<file path="config.mk">
export PLATFORM = sky130hd
export DESIGN_NAME = dffram_arbiter
export DESIGN_NICKNAME = d
export VERILOG_FILES = /design/src/rtl/dffram_pkg.sv /design/src/rtl/dffram_rr_pick.sv /design/src/rtl/dffram_arbiter.sv
export SDC_FILE = /design/constraint.sdc
export NUM_CORES = 1
export LEC_CHECK = 0
export CELL_PAD_IN_SITES_DETAIL_PLACEMENT = 1
export CELL_PAD_IN_SITES_GLOBAL_PLACEMENT = 1
export CORE_MARGIN = 2
export CORE_UTILIZATION = 14
export DETAILED_ROUTE_END_ITERATION = 8
export MAX_ROUTING_LAYER = met4
export PLACE_DENSITY = 0.82
export SYNTH_ARGS = -nofsm -noshare
export SYNTH_HDL_FRONTEND = slang
export SYNTH_HIERARCHICAL = 1
export SYNTH_SLANG_ARGS = --single-unit
export TNS_END_PERCENT = 10
</file>
<file path="constraint.sdc">
create_clock -name clk -period 2.8 [get_ports clk]
set_clock_uncertainty 0.05 [all_clocks]
set_input_delay 0.56 -clock clk [delete_from_list [all_inputs] [get_ports clk]]
set_output_delay 0.56 -clock clk [all_outputs]
set_load 0.02 [all_outputs]
</file>
<file path="src/rtl/dffram_pkg.sv">
// -----------------------------------------------------------------------------
// dffram_pkg
// Shared definitions for the two-port DFFRAM arbiter:
//   - WORDS_DEFAULT : number of populated RAM words (default address limit)
//   - arb_state_e   : ownership FSM encoding (FREE, OWN0, OWN1)
//   - rsp_t         : response-stage register contents (one access in flight)
// -----------------------------------------------------------------------------
package dffram_pkg;

    // Populated words in the default macro; addresses at or above this are
    // treated as out of range and never reach the RAM.
    localparam int WORDS_DEFAULT = 5120;

    // FREE : arbitration open to both ports.
    // OWNn : port n holds the RAM (locked); the other port is held off.
    typedef enum logic [1:0] {
        FREE = 2'd0,
        OWN0 = 2'd1,
        OWN1 = 2'd2
    } arb_state_e;

    // Response stage: captured in the grant cycle, drives ACK/ERR/DO the
    // following cycle.
    typedef struct packed {
        logic valid;  // an access was granted last cycle
        logic port;   // 0 = port 0, 1 = port 1
        logic err;    // address was out of range
        logic rd;     // access was a read (all byte enables low)
    } rsp_t;

endpackage : dffram_pkg

</file>
<file path="src/rtl/dffram_rr_pick.sv">
// -----------------------------------------------------------------------------
// dffram_rr_pick
// Two-requester winner selection used while the arbiter is FREE.
//   RR != 0 : round-robin; on contention the port named by favour_i wins.
//   RR == 0 : fixed priority; port 0 wins whenever it requests.
// A lone requester always wins immediately.
//
// Ports
//   req_i    [1:0]  request vector, bit n = port n
//   favour_i        port favoured on contention (round-robin mode only)
//   gnt_o    [1:0]  one-hot (or zero) winner
// -----------------------------------------------------------------------------
module dffram_rr_pick #(
    parameter int RR = 1
) (
    input  logic [1:0] req_i,
    input  logic       favour_i,
    output logic [1:0] gnt_o
);

    always_comb begin
        // NOTE: assign every combinational output a default first so no path
        // leaves it unassigned -- otherwise synthesis infers a latch.
        gnt_o = 2'b00;
        if (req_i == 2'b11) begin
            if ((RR != 0) && favour_i) begin
                gnt_o = 2'b10;
            end else begin
                gnt_o = 2'b01;
            end
        end else begin
            // Zero or one requester: the request vector is already the grant.
            gnt_o = req_i;
        end
    end

endmodule : dffram_rr_pick

</file>
<file path="src/rtl/dffram_arbiter.sv">
// -----------------------------------------------------------------------------
// dffram_arbiter
// Arbitrates two requesters onto one single-ported DFFRAM with one access per
// cycle. Grants are combinational in the request cycle; the RAM sees the
// winner's address/data in that same cycle, and the winner receives a one-cycle
// ACK (with ERR and read data) on the following cycle. A requester may LOCK
// the RAM across accesses, parking the FSM in OWNn until it releases.
//
// Parameters
//   AW     word-address width
//   WORDS  populated words; addresses >= WORDS complete with ERR, no RAM access
//   RR     1 = round-robin on contention, 0 = fixed priority (port 0 first)
//
// Ports (n = 0, 1)
//   clk, rst_n            clock, asynchronous active-low reset
//   pn_req                port n presents an access this cycle
//   pn_we   [3:0]         byte write enables, all-zero = read
//   pn_a    [AW-1:0]      word address
//   pn_di   [31:0]        write data
//   pn_lock               keep ownership after this access
//   pn_gnt                access accepted this cycle (combinational)
//   pn_ack                completion pulse, one cycle after grant
//   pn_err                qualifies ack: access was out of range
//   pn_do   [31:0]        read data on ack of an in-range read, else 0
//   ram_en/we/a/di        RAM request, driven in the grant cycle
//   ram_do  [31:0]        RAM read data, one cycle after ram_en
// -----------------------------------------------------------------------------
module dffram_arbiter
    import dffram_pkg::*;
#(
    parameter int AW    = 13,
    parameter int WORDS = WORDS_DEFAULT,
    parameter int RR    = 1
) (
    input  logic          clk,
    input  logic          rst_n,

    input  logic          p0_req,
    input  logic [3:0]    p0_we,
    input  logic [AW-1:0] p0_a,
    input  logic [31:0]   p0_di,
    input  logic          p0_lock,
    output logic          p0_gnt,
    output logic          p0_ack,
    output logic          p0_err,
    output logic [31:0]   p0_do,

    input  logic          p1_req,
    input  logic [3:0]    p1_we,
    input  logic [AW-1:0] p1_a,
    input  logic [31:0]   p1_di,
    input  logic          p1_lock,
    output logic          p1_gnt,
    output logic          p1_ack,
    output logic          p1_err,
    output logic [31:0]   p1_do,

    output logic          ram_en,
    output logic [3:0]    ram_we,
    output logic [AW-1:0] ram_a,
    output logic [31:0]   ram_di,
    input  logic [31:0]   ram_do
);

    localparam logic [31:0] WORDS_U = 32'(WORDS);

    // -------------------------------------------------------------------------
    // State
    // -------------------------------------------------------------------------
    arb_state_e state_q, state_d;
    logic       favour_q, favour_d;   // port that wins the next FREE contention
    rsp_t       rsp_q, rsp_d;

    // -------------------------------------------------------------------------
    // Grant selection
    // -------------------------------------------------------------------------
    logic [1:0] pick;
    logic [1:0] gnt;
    logic       any_gnt;
    logic       win;                  // winning port when any_gnt
    logic [AW-1:0] win_a;
    logic [3:0]    win_we;
    logic [31:0]   win_di;
    logic          win_lock;
    logic          in_range;

    dffram_rr_pick #(
        .RR (RR)
    ) u_pick (
        .req_i    ({p1_req, p0_req}),
        .favour_i (favour_q),
        .gnt_o    (pick)
    );

    always_comb begin
        gnt = 2'b00;
        case (state_q)
            FREE:    gnt = pick;
            OWN0:    gnt = {1'b0, p0_req};
            OWN1:    gnt = {p1_req, 1'b0};
            default: gnt = 2'b00;
        endcase
        // No grant while reset is held, so nothing reaches the RAM and no
        // response can be captured when reset releases.
        if (!rst_n) begin
            gnt = 2'b00;
        end
    end

    assign any_gnt  = |gnt;
    assign win      = gnt[1];
    assign win_a    = win ? p1_a    : p0_a;
    assign win_we   = win ? p1_we   : p0_we;
    assign win_di   = win ? p1_di   : p0_di;
    assign win_lock = win ? p1_lock : p0_lock;
    assign in_range = 32'(win_a) < WORDS_U;

    assign p0_gnt = gnt[0];
    assign p1_gnt = gnt[1];

    // -------------------------------------------------------------------------
    // RAM request: address/data follow the winner; enable and write strobes
    // only for an in-range grant.
    // -------------------------------------------------------------------------
    assign ram_en = any_gnt && in_range;
    assign ram_we = ram_en ? win_we : 4'b0000;
    assign ram_a  = win_a;
    assign ram_di = win_di;

    // -------------------------------------------------------------------------
    // Ownership FSM and round-robin pointer
    // -------------------------------------------------------------------------
    always_comb begin
        state_d  = state_q;
        favour_d = favour_q;
        case (state_q)
            FREE: begin
                if (any_gnt) begin
                    // Pointer moves only on FREE grants: favour the loser.
                    favour_d = ~win;
                    if (win_lock) begin
                        state_d = win ? OWN1 : OWN0;
                    end else begin
                        state_d = FREE;
                    end
                end
            end
            OWN0: begin
                // No grant in OWN0 means port 0 dropped its request.
                if (gnt[0] && p0_lock) begin
                    state_d = OWN0;
                end else begin
                    state_d = FREE;
                end
            end
            OWN1: begin
                if (gnt[1] && p1_lock) begin
                    state_d = OWN1;
                end else begin
                    state_d = FREE;
                end
            end
            default: state_d = FREE;
        endcase
    end

    // -------------------------------------------------------------------------
    // Response stage: capture the grant, present it next cycle.
    // -------------------------------------------------------------------------
    always_comb begin
        rsp_d.valid = any_gnt;
        rsp_d.port  = win;
        rsp_d.err   = any_gnt && !in_range;
        rsp_d.rd    = (win_we == 4'b0000);
    end

    always_ff @(posedge clk or negedge rst_n) begin
        if (!rst_n) begin
            state_q  <= FREE;
            favour_q <= 1'b0;
            rsp_q    <= '0;
        end else begin
            // NOTE: sequential state uses non-blocking assignments so every
            // register samples pre-edge values, independent of statement order.
            state_q  <= state_d;
            favour_q <= favour_d;
            rsp_q    <= rsp_d;
        end
    end

    // -------------------------------------------------------------------------
    // Per-port completion outputs
    // -------------------------------------------------------------------------
    logic ack0, ack1;
    logic rd_data_ok;

    assign ack0       = rsp_q.valid && !rsp_q.port;
    assign ack1       = rsp_q.valid &&  rsp_q.port;
    assign rd_data_ok = rsp_q.rd && !rsp_q.err;

    assign p0_ack = ack0;
    assign p1_ack = ack1;
    assign p0_err = ack0 && rsp_q.err;
    assign p1_err = ack1 && rsp_q.err;
    assign p0_do  = (ack0 && rd_data_ok) ? ram_do : 32'h0;
    assign p1_do  = (ack1 && rd_data_ok) ? ram_do : 32'h0;

endmodule : dffram_arbiter

</file>
==> flow_metrics.env <==
export IMPL_critPathKind="in -> out"
export IMPL_final_cells=583
export IMPL_netlist_top_cells_area="mux2_4 41%, and2_1 26%, dfrtp_1 11%"
export IMPL_start_util_pct=14.29
export IMPL_wl_um=9696
export IMPL_syn_to_final_growth_pct=175.8
export IMPL_port_buffers=255
export IMPL_cp_start_kind="primary input"
export IMPL_synth_common_cells="67 x and2_1, 45 x mux2_4, 8 x o21ai_0"
export IMPL_rows=39
export IMPL_top_level_ports=256
export IMPL_post_drt_wl_per_cell_um=16.63
export IMPL_hold_buffers=0
export IMPL_synth_largest_area_cell="mux2_4"
export IMPL_min_path_type="in -> async"
export IMPL_dp_cells=575
export IMPL_async_reset_ff_share_pct=100.0
export IMPL_num_vias=2366
export IMPL_cts_tree="built"
export IMPL_gp_congestion=0.8375
export IMPL_synth_edf_count=0
export IMPL_cp_max_fo=11
export IMPL_final_antenna_net_count=0
export IMPL_drv_slew=0
export IMPL_clockBufferDepth=2
export IMPL_drive_gt1_share_pct=27.50
export IMPL_clk_latency_ns=0.23
export IMPL_cts_buffers=3
export IMPL_grt_pass1_vias=2654
export IMPL_antenna_cells=0
export IMPL_hold_violations=0
export IMPL_tightest_slew_ns=0.2907
export IMPL_status="completed"
export IMPL_grt_antenna_before_repair=0
export IMPL_fin_crit_sh_pct=99.36
export IMPL_final_net_count=577
export IMPL_clock_sinks=7
export IMPL_ys_seq_elements=7
export IMPL_required_ns=2.19
export IMPL_synth_warnings=6
export IMPL_synth_most_common_cell="and2_1"
export IMPL_stdcell_area_um2=4499
export IMPL_whs_ns=0.3695
export IMPL_die_area_um2=12530
export IMPL_avgSynthCellArea_um2=9.323
export IMPL_clk_pin_slew_ns=0.04
export IMPL_syn_cell_area_um2=1632
export IMPL_gr_total_overflow=0
export IMPL_finalSetupViolCount=0
export IMPL_dpl_cell_area_um2=4390
export IMPL_power_density_nw_per_um2=242.0
export IMPL_syn_inst=175
export IMPL_fin_crit_ns=2.782
export IMPL_rsz0062_at_grt="yes"
export IMPL_clock_fmax_mhz=359.5
export IMPL_power_leakage_nw=2.017
export IMPL_worstPathArrival_ns=2.17
export IMPL_drc=0
export IMPL_dp_hpwl_um=8347
export IMPL_grt_use_total_pct=15.08
export IMPL_cts_htree_levels=1
export IMPL_synth_top_cell_area_share_pct=41.41
export IMPL_root_buffer="clkbuf_16"
export IMPL_ys_flop_type="dfrtp_1"
export IMPL_drtIter0Drc=51
export IMPL_power_w=0.001089
export IMPL_fill_cells=1310
export IMPL_grt_max_degree=33
export IMPL_grt_pass1_wl_um=14510
export IMPL_drv_cap=0
export IMPL_ys_seq_area_share_pct=10.74
export IMPL_relSlewSlack_pct=80.42
export IMPL_via_per_inst=4.058
export IMPL_die_x_um=112.0
export IMPL_die_h_um=112.0
export IMPL_endpoint_kind="output port"
export IMPL_synth_nets=311
export IMPL_vdd_drop_max_mv=0.1527
export IMPL_firstDrtPassIters=3
export IMPL_core_area_um2=11420
export IMPL_synthDistinctLibCells=29
## critical path: stages
cell	delay, ns
dlygate4sd2_1	0.23
a21boi_4	0.22
mux2i_2	0.10
or2_4	0.29
bufbuf_16	0.31
mux2_4	0.29
buf_2	0.16
## cell families after synthesis
group | share of synthesized area (%)
AO/OA/AOI/OAI | 5.981
multiplexers | 43.56
buffers and inverters | 6.825
AND/OR/NAND/NOR | 32.90
flip-flops | 10.74
## cell type report
cell class              instances  area, um2  share of cell area [%]
flip-flops and latches          7      175.2                   3.893
multi-input cells             151       1359                   30.20
clock buffers                   4      78.83                   1.752
repair buffers                273       2686                   59.71
well taps                     143      178.9                   3.977
inverters                       5      21.27                  0.4727
## metal layers
| metal | vias up | wire [um] | global-route usage (%) |
|---|---|---|---|
| met5 | - | 0 | - |
| met4 | 0 | 142 | 3.659 |
| met3 | 8 | 738 | 2.123 |
| met2 | 148 | 5135 | 28.28 |
| met1 | 1083 | 3680 | 16.79 |
| li1 | 1127 | - | - |
## sequential cells by signal (all words and copies together) (netlist names)
| signal | cells |
|---|---|
| rsp_q | 4 |
| state_q | 2 |
| favour_q | 1 |
## worst paths after layout
| kind | start | to | slack, ns | depth (start not counted) |
|---|---|---|---|---|
| hold / removal | rst_n | favour_q | 0.37 | 2 |
| max in group asynchronous | rst_n | rsp_q[3] | 2.19 | 2 |
| min in group clk | state_q[1] | state_q[0] | 0.50 | 1 |
| setup reg to reg | favour_q | rsp_q[1] | 1.09 | 8 |
| hold reg to reg | state_q[1] | state_q[0] | 0.50 | 1 |
| setup / recovery | p1_req | ram_a[4] | 0.02 | 7 |
## placed cells by master, fill, tap and decap left out, drive strengths merged
master           n
bufbuf           1
nor2b            1
nor4             1
o31ai            1
and3b            2
inv              5
and3             1
dfrtp            7
clkdlybuf4s50  200
nor3b            1
buf             44
o21ai            8
clkdlybuf4s15   24
nand2b           1
nor4b            1
dlygate4sd2      3
or3              1
o22ai            4
a21boi           2
nor2             1
dlymetal6s2s     1
nand2            5
and2            67
mux2            46
or2              1
or4              1
nand4b           1
clkbuf           4
a21oi            2
nand3b           1
mux2i            2
## stage by stage
step / utilization [%] / TNS [ns] / worst slack [ns]
3_5_place_dp: 38.45 / -37.31 / -0.7760
2_1_floorplan: - / 0 / 0.2928
4_1_cts: 39.59 / -0.009817 / -0.008317
3_3_place_gp: 38.45 / -33.87 / -0.7117
6_report: 39.40 / 0 / 0.01799
5_1_grt: 39.40 / -0.09556 / -0.02211
## power breakdown
group          internal, W  switching (W)
Combinational     0.000433       0.000291
Clock             0.000190      0.0000555
Sequential        0.000113     0.00000771
## repair_timing
item | 4_1_cts | 5_1_grt
buffers inserted | 1 | 0
setup endpoints to repair | 52 | 48
gates cloned | 3 | 0
pin swaps | 4 | 3
gates resized for setup | 191 | 7
Power figures use the tool's default switching activity.
